### src/rtl/round_judge_if.sv
// Signal bundle between the symbol-match round judge and the rest of the game:
// button/tick/pattern inputs in, match/score/lives/status outputs back.
interface round_judge_if;
    logic       tick_1s;
    logic       start_n;
    logic       submit_n;
    logic [5:0] target;
    logic [5:0] guess;
    logic       next_pattern;
    logic       round_active;
    logic       result_valid;
    logic [2:0] match;
    logic [3:0] time_left;
    logic [3:0] score_tens;
    logic [3:0] score_ones;
    logic [1:0] lives;
    logic       game_over;
    logic [2:0] state_dbg;

    // result_valid is a level with no ready: match/score/lives are stable and
    // meaningful for every cycle it is high; there is no backpressure.
    modport master (
        output tick_1s, start_n, submit_n, target, guess,
        input  next_pattern, round_active, result_valid, match, time_left,
               score_tens, score_ones, lives, game_over, state_dbg
    );

    modport slave (
        input  tick_1s, start_n, submit_n, target, guess,
        output next_pattern, round_active, result_valid, match, time_left,
               score_tens, score_ones, lives, game_over, state_dbg
    );
endinterface

### src/rtl/round_judge.sv
// Player-response side of the symbol-match game: arms a timed round, judges the
// switch guesses against the latched targets, and keeps BCD score and lives.
module round_judge #(
    parameter int ROUND_SECONDS = 9,
    parameter int SHOW_SECONDS  = 2,
    parameter int LIVES         = 3
) (
    input  logic         clk,
    input  logic         clear_b,
    round_judge_if.slave bus
);

    typedef enum logic [2:0] {
        S_IDLE,
        S_LOAD,
        S_ARMED,
        S_JUDGE,
        S_SHOW,
        S_OVER
    } state_t;

    localparam logic [3:0] ROUND_INIT = 4'(ROUND_SECONDS);
    localparam logic [3:0] SHOW_INIT  = 4'(SHOW_SECONDS);
    localparam logic [1:0] LIVES_INIT = 2'(LIVES);

    state_t     state_q, state_d;
    logic [2:0] start_sync_q, start_sync_d;
    logic [2:0] submit_sync_q, submit_sync_d;
    logic       start_evt_q, start_evt_d;
    logic       submit_evt_q, submit_evt_d;
    logic [5:0] tgt_q, tgt_d;
    logic [5:0] gss_q, gss_d;
    logic [3:0] time_q, time_d;
    logic       timeout_q, timeout_d;
    logic [3:0] show_q, show_d;
    logic [3:0] tens_q, tens_d;
    logic [3:0] ones_q, ones_d;
    logic [1:0] lives_q, lives_d;
    logic [2:0] match_q, match_d;
    logic [2:0] match_calc;
    logic       next_pattern_q, next_pattern_d;
    logic       round_active_q, round_active_d;
    logic       result_valid_q, result_valid_d;
    logic       game_over_q, game_over_d;

    always_comb begin
        // sync[0] is the metastable stage, sync[1] the synchronized level,
        // sync[2] its previous value; a press is the falling edge of sync[1].
        start_sync_d  = {start_sync_q[1:0], bus.start_n};
        submit_sync_d = {submit_sync_q[1:0], bus.submit_n};
        start_evt_d   = start_sync_q[2] & ~start_sync_q[1];
        submit_evt_d  = submit_sync_q[2] & ~submit_sync_q[1];

        match_calc = '0;
        for (int i = 0; i < 3; i++) begin
            match_calc[i] = (gss_q[2*i +: 2] == tgt_q[2*i +: 2]) &&
                            (gss_q[2*i +: 2] != 2'd3);
        end

        state_d   = state_q;
        tgt_d     = tgt_q;
        gss_d     = gss_q;
        time_d    = time_q;
        timeout_d = timeout_q;
        show_d    = show_q;
        tens_d    = tens_q;
        ones_d    = ones_q;
        lives_d   = lives_q;
        match_d   = match_q;

        case (state_q)
            S_IDLE, S_OVER: begin
                if (start_evt_q) begin
                    tens_d  = 4'd0;
                    ones_d  = 4'd0;
                    lives_d = LIVES_INIT;
                    state_d = S_LOAD;
                end
            end
            S_LOAD: begin
                tgt_d   = bus.target;
                time_d  = ROUND_INIT;
                match_d = 3'b000;
                state_d = S_ARMED;
            end
            S_ARMED: begin
                if (submit_evt_q) begin
                    gss_d   = bus.guess;
                    state_d = S_JUDGE;
                end else if (bus.tick_1s) begin
                    time_d = time_q - 4'd1;
                    if (time_q == 4'd1) begin
                        timeout_d = 1'b1;
                        state_d   = S_JUDGE;
                    end
                end
            end
            S_JUDGE: begin
                match_d = timeout_q ? 3'b000 : match_calc;
                if (match_d == 3'b111) begin
                    // BCD increment that saturates at 99
                    if (!(tens_q == 4'd9 && ones_q == 4'd9)) begin
                        if (ones_q == 4'd9) begin
                            ones_d = 4'd0;
                            tens_d = tens_q + 4'd1;
                        end else begin
                            ones_d = ones_q + 4'd1;
                        end
                    end
                end else if (lives_q != 2'd0) begin
                    lives_d = lives_q - 2'd1;
                end
                timeout_d = 1'b0;
                show_d    = SHOW_INIT;
                state_d   = S_SHOW;
            end
            S_SHOW: begin
                if (bus.tick_1s) begin
                    show_d = show_q - 4'd1;
                    if (show_q == 4'd1) begin
                        state_d = (lives_q == 2'd0) ? S_OVER : S_LOAD;
                    end
                end
            end
            default: state_d = S_IDLE;
        endcase

        next_pattern_d = (state_d == S_LOAD);
        round_active_d = (state_d == S_ARMED);
        result_valid_d = (state_d == S_SHOW);
        game_over_d    = (state_d == S_OVER);
    end

    always_ff @(posedge clk or negedge clear_b) begin
        if (!clear_b) begin
            state_q        <= S_IDLE;
            start_sync_q   <= 3'b111;
            submit_sync_q  <= 3'b111;
            start_evt_q    <= 1'b0;
            submit_evt_q   <= 1'b0;
            tgt_q          <= 6'd0;
            gss_q          <= 6'd0;
            time_q         <= 4'd0;
            timeout_q      <= 1'b0;
            show_q         <= 4'd0;
            tens_q         <= 4'd0;
            ones_q         <= 4'd0;
            lives_q        <= LIVES_INIT;
            match_q        <= 3'b000;
            next_pattern_q <= 1'b0;
            round_active_q <= 1'b0;
            result_valid_q <= 1'b0;
            game_over_q    <= 1'b0;
        end else begin
            state_q        <= state_d;
            start_sync_q   <= start_sync_d;
            submit_sync_q  <= submit_sync_d;
            start_evt_q    <= start_evt_d;
            submit_evt_q   <= submit_evt_d;
            tgt_q          <= tgt_d;
            gss_q          <= gss_d;
            time_q         <= time_d;
            timeout_q      <= timeout_d;
            show_q         <= show_d;
            tens_q         <= tens_d;
            ones_q         <= ones_d;
            lives_q        <= lives_d;
            match_q        <= match_d;
            next_pattern_q <= next_pattern_d;
            round_active_q <= round_active_d;
            result_valid_q <= result_valid_d;
            game_over_q    <= game_over_d;
        end
    end

    assign bus.next_pattern = next_pattern_q;
    assign bus.round_active = round_active_q;
    assign bus.result_valid = result_valid_q;
    assign bus.match        = match_q;
    assign bus.time_left    = time_q;
    assign bus.score_tens   = tens_q;
    assign bus.score_ones   = ones_q;
    assign bus.lives        = lives_q;
    assign bus.game_over    = game_over_q;
    assign bus.state_dbg    = state_q;

endmodule
### src/flat_wrapper.sv
// flat-port wrapper written by rule: the top's interface ports become plain ports
module round_judge_flat 
#(
    parameter int ROUND_SECONDS = 9,
    parameter int SHOW_SECONDS  = 2,
    parameter int LIVES         = 3
)
  (clk, clear_b, bus_tick_1s, bus_start_n, bus_submit_n, bus_target, bus_guess, bus_next_pattern, bus_round_active, bus_result_valid, bus_match, bus_time_left, bus_score_tens, bus_score_ones, bus_lives, bus_game_over, bus_state_dbg);
  round_judge_if bus_i ();
  input  logic clk;
  input  logic clear_b;
  input wire logic [$bits(bus_i.tick_1s)-1:0] bus_tick_1s;
  input wire logic [$bits(bus_i.start_n)-1:0] bus_start_n;
  input wire logic [$bits(bus_i.submit_n)-1:0] bus_submit_n;
  input wire logic [$bits(bus_i.target)-1:0] bus_target;
  input wire logic [$bits(bus_i.guess)-1:0] bus_guess;
  output wire logic [$bits(bus_i.next_pattern)-1:0] bus_next_pattern;
  output wire logic [$bits(bus_i.round_active)-1:0] bus_round_active;
  output wire logic [$bits(bus_i.result_valid)-1:0] bus_result_valid;
  output wire logic [$bits(bus_i.match)-1:0] bus_match;
  output wire logic [$bits(bus_i.time_left)-1:0] bus_time_left;
  output wire logic [$bits(bus_i.score_tens)-1:0] bus_score_tens;
  output wire logic [$bits(bus_i.score_ones)-1:0] bus_score_ones;
  output wire logic [$bits(bus_i.lives)-1:0] bus_lives;
  output wire logic [$bits(bus_i.game_over)-1:0] bus_game_over;
  output wire logic [$bits(bus_i.state_dbg)-1:0] bus_state_dbg;
  assign bus_i.tick_1s = bus_tick_1s;
  assign bus_i.start_n = bus_start_n;
  assign bus_i.submit_n = bus_submit_n;
  assign bus_i.target = bus_target;
  assign bus_i.guess = bus_guess;
  assign bus_next_pattern = bus_i.next_pattern;
  assign bus_round_active = bus_i.round_active;
  assign bus_result_valid = bus_i.result_valid;
  assign bus_match = bus_i.match;
  assign bus_time_left = bus_i.time_left;
  assign bus_score_tens = bus_i.score_tens;
  assign bus_score_ones = bus_i.score_ones;
  assign bus_lives = bus_i.lives;
  assign bus_game_over = bus_i.game_over;
  assign bus_state_dbg = bus_i.state_dbg;
  round_judge #(.ROUND_SECONDS(ROUND_SECONDS), .SHOW_SECONDS(SHOW_SECONDS), .LIVES(LIVES)) u_core (.clk(clk), .clear_b(clear_b), .bus(bus_i));
endmodule
### config.mk
export PLATFORM = sky130hd
export DESIGN_NAME = round_judge_flat
export DESIGN_NICKNAME = d
export VERILOG_FILES = /design/src/rtl/round_judge_if.sv /design/src/rtl/round_judge.sv /design/src/flat_wrapper.sv
export SDC_FILE = /design/constraint.sdc
export NUM_CORES = 1
export LEC_CHECK = 0
export BUFFER_PORTS_ARGS = -buffer_cell sky130_fd_sc_hd__buf_2
export CORE_MARGIN = 10
export CORE_UTILIZATION = 50
export CTS_CLUSTER_DIAMETER = 50
export DETAILED_ROUTE_END_ITERATION = 6
export GPL_TIMING_DRIVEN = 1
export PLACE_DENSITY = 0.77
export SYNTH_ARGS = -nofsm -noshare
export SYNTH_HDL_FRONTEND = slang
export SYNTH_SLANG_ARGS = --single-unit
### constraint.sdc
create_clock -name clk -period 2.05 [get_ports clk]
set_clock_uncertainty 0.1 [all_clocks]
set_input_delay 0.1025 -clock clk [delete_from_list [all_inputs] [get_ports clk]]
set_output_delay 0.1025 -clock clk [all_outputs]
set_load 0.005 [all_outputs]
==> summary.txt <==
Crit path DAT = 2.04 ns
Grt ovf = 0
Largest net degree at the start of global routing = 50
Port bufs = 40
Reg2Reg Setup Slack = 0.15 ns
# DRC = 0
WHS Path Cells = 2
Avg Inst Size Synth = 11.59 µm²
DR pass1 iterations = 4
Relative slew margins = 60.01%
Worst-path clk slew = 0.09 ns
Aggregate global-route resource usage = 12.48%
Grt peak-use layer = met2
Vias in the first global route = 1,820
Hold Path Sink = u_core.show_q[0]
Setup WS post-layout = 0.1525 ns
Reg2reg path depth = 7
Core region area = 0.004723 mm²
Post-route cell area = 0.002978 mm²
Worst hold path type = input pin to flop
Slew @ Worst Pin = 0.5999 ns
Yosys warnings = 0
Final setup TNS = 0 ns
Clock Sinks = 49
Max-cap violations = 0
Multi-input gate area = 0.001101 mm²
Initial DRC Count = 87
Reg area = 0.001236 mm²
Die X = 89.77 µm
Initial Util = 51.52%
Post-synth EDFFs = 0
Place WS = 0.1785 ns
Worst EP required = 2.20 ns
Final count of hold timing violations = 0
Main synth FF type = dfrtp_1
Deepest clock path buffer count = 2
Final period utilization = 92.56%
CP max FO = 4
RSZ-0062 raised after global routing = no
Root buffer cell = clkbuf_8
Fraction of layout cells with a size suffix above 1 = 32.10%
Hpwl dp = 3670 µm
Startpoint types = flop
Synth area leader = dfrtp_1
GPL Wtd Cong = 0.8735
Post-CTS sizing = 0
Io pins = 41
Distinct cells, synth = 52
Worst hold margin = 0.01715 ns
Final ANT Viol Nets = 0
TritonCTS buffer count = 5
Power per cell area = 1227 mW/mm²
Yosys top cell area share = 42.16%
CTS tree = built
Crit. End Element = flop
Vias = 1,787
IR drop worst, VDD = 0.8679 mV
Synth Instances = 210
Die Y-Extent = 89.77 µm
Leakage power total = 0.001381 µW
Commonest non-fill, non-tap cells in the layout = 41 x dfrtp_1, 40 x buf_2, 16 x nor2_1
Final setup viols = 0
H-Tree Depth = 2
Met1 usage = 14.81%
#FFs+latches synth = 49
Row cnt = 25
WL final = 5109 µm
# Post-CTS Setup Buffers = 0
Placed Area = 0.002711 mm²
Routed len/inst = 15.12 µm
Outcome = complete, no violations
Antenna cells = 0
Hold path startpoint = bus_tick_1s
GRT met3 Usage = 3.824%
Ys async rst share = 100.0%
GR met2 Demand/Resource = 21.25%
Largest cells by area after synthesis = dfrtp_1 42%, dfstp_2 8.6%, mux2_2 5.6%
Mapped Area = 0.002434 mm²
Post-synthesis net count = 236
First-pass GRT wire length = 8535 µm
Worst R2R Start = u_core.bus.score_ones[1]
Nets = 296
Crit Reg-Reg Endpoint = u_core.bus.score_tens[1]
Fmax = 0.5270 GHz
Antenna violations before repair = 0
Die ar. = 0.008058 mm²
FILL cells = 368
Max-slew violations = 0
DR vias/cell = 5.287
Clk_lat worst skew = 0.30 ns
Tmin final = 1.897 ns
Seq/Total Area, Yosys = 50.80%
Most common cell after layout, fill and taps aside = dfrtp_1
Area Growth Syn to Fin = 22.37%
WS Path Type = flop to flop
## cells by family after synthesis
group                      after synthesis  synth area share, %
DFF                                     49                50.80
buffers and inverters                   20                3.958
adders and majority gates                9                4.627
AOI/OAI and AO/OA                       49                16.35
xor gates and xnor gates                 7                2.519
and+or+nand+nor                         64                16.20
muxes                                   12                5.553
## critical path: stages (launching register included)
cell and delay, ns:
dfrtp_1 0.41, inv_1 0.08, ha_1 0.14, nand3b_1 0.14, o31a_2 0.38, and4_4 0.20, o21ai_2 0.21, a22o_1 0.18
## cell usage after synthesis (2+ instances only)
cell / count
nor4bb_1: 2
a21o_1: 2
o21ai_1: 2
and2_1: 3
xor2_1: 4
buf_6: 2
dfrtp_1: 41
a22o_1: 6
nand2b_1: 2
o31ai_4: 2
nand2_1: 12
o22ai_1: 2
o21ai_0: 6
inv_1: 12
mux2_2: 12
ha_1: 9
buf_2: 5
nand3_1: 4
dfstp_2: 8
nor2b_1: 3
nor3_1: 5
xnor2_1: 3
a31oi_1: 2
a311oi_1: 2
nand4bb_1: 4
a21oi_1: 14
nor2_1: 16
## metrics by stage
stage / power, µW / util, % / cells
global route: 3911 / 63.05 / 338
CTS: 3694 / 63.05 / 338
finish: 3653 / 63.05 / 338
global placement: 2907 / 57.40 / 315
detailed placement: 2955 / 57.40 / 315
floorplan: 2525 / - / 210
## timing repair
item,in CTS,in global routing
hold buffers,15,0
setup endpoints to repair,0,0
hold endpoints to repair,55,0
## worst max path at each step
stage | slack, ns | to | startpoint
final | 0.15 | u_core.bus.score_tens[1] | u_core.bus.score_ones[1]
after floorplan | 0.32 | u_core.bus.score_tens[0] | u_core.bus.score_ones[1]
after global placement | 0.20 | u_core.bus.score_tens[0] | u_core.bus.score_ones[1]
after CTS | 0.16 | u_core.bus.score_tens[1] | u_core.bus.score_ones[1]
after global routing | 0.001 | u_core.bus.score_tens[0] | u_core.bus.score_ones[1]
after detailed placement | 0.18 | u_core.bus.score_tens[1] | u_core.bus.score_ones[1]
## state kept, by name, summed over array words and instances, names as in the netlist, 2 cells and up
| register | count |
|---|---|
| u_core.bus.time_left | 4 |
| u_core.gss_q | 6 |
| u_core.start_sync_q | 3 |
| u_core.bus.score_tens | 4 |
| u_core.bus.match | 3 |
| u_core.bus.state_dbg | 3 |
| u_core.submit_sync_q | 3 |
| u_core.show_q | 4 |
| u_core.bus.lives | 2 |
| u_core.bus.score_ones | 4 |
| u_core.tgt_q | 6 |
## report_power, final
part	switching [µW]	internal, µW
clock network	301	398
logic	709	660
registers	325	1260
## layer usage
layer	wire (µm)	share of wire (%)
met5	0	0
met3	259	5.1
met2	2551	50
met1	2284	45
met4	14	0.27
## area by class of cell
cell class | count | share of cell area, %
tap | 67 | 2.815
inverter | 12 | 1.513
clock buffer | 7 | 2.899
timing repair buffer | 61 | 13.28
clock inverter | 1 | 1.008
multi-input combinational | 141 | 36.97
sequential | 49 | 41.51
Note: power is estimated with default switching activity, not from simulation.
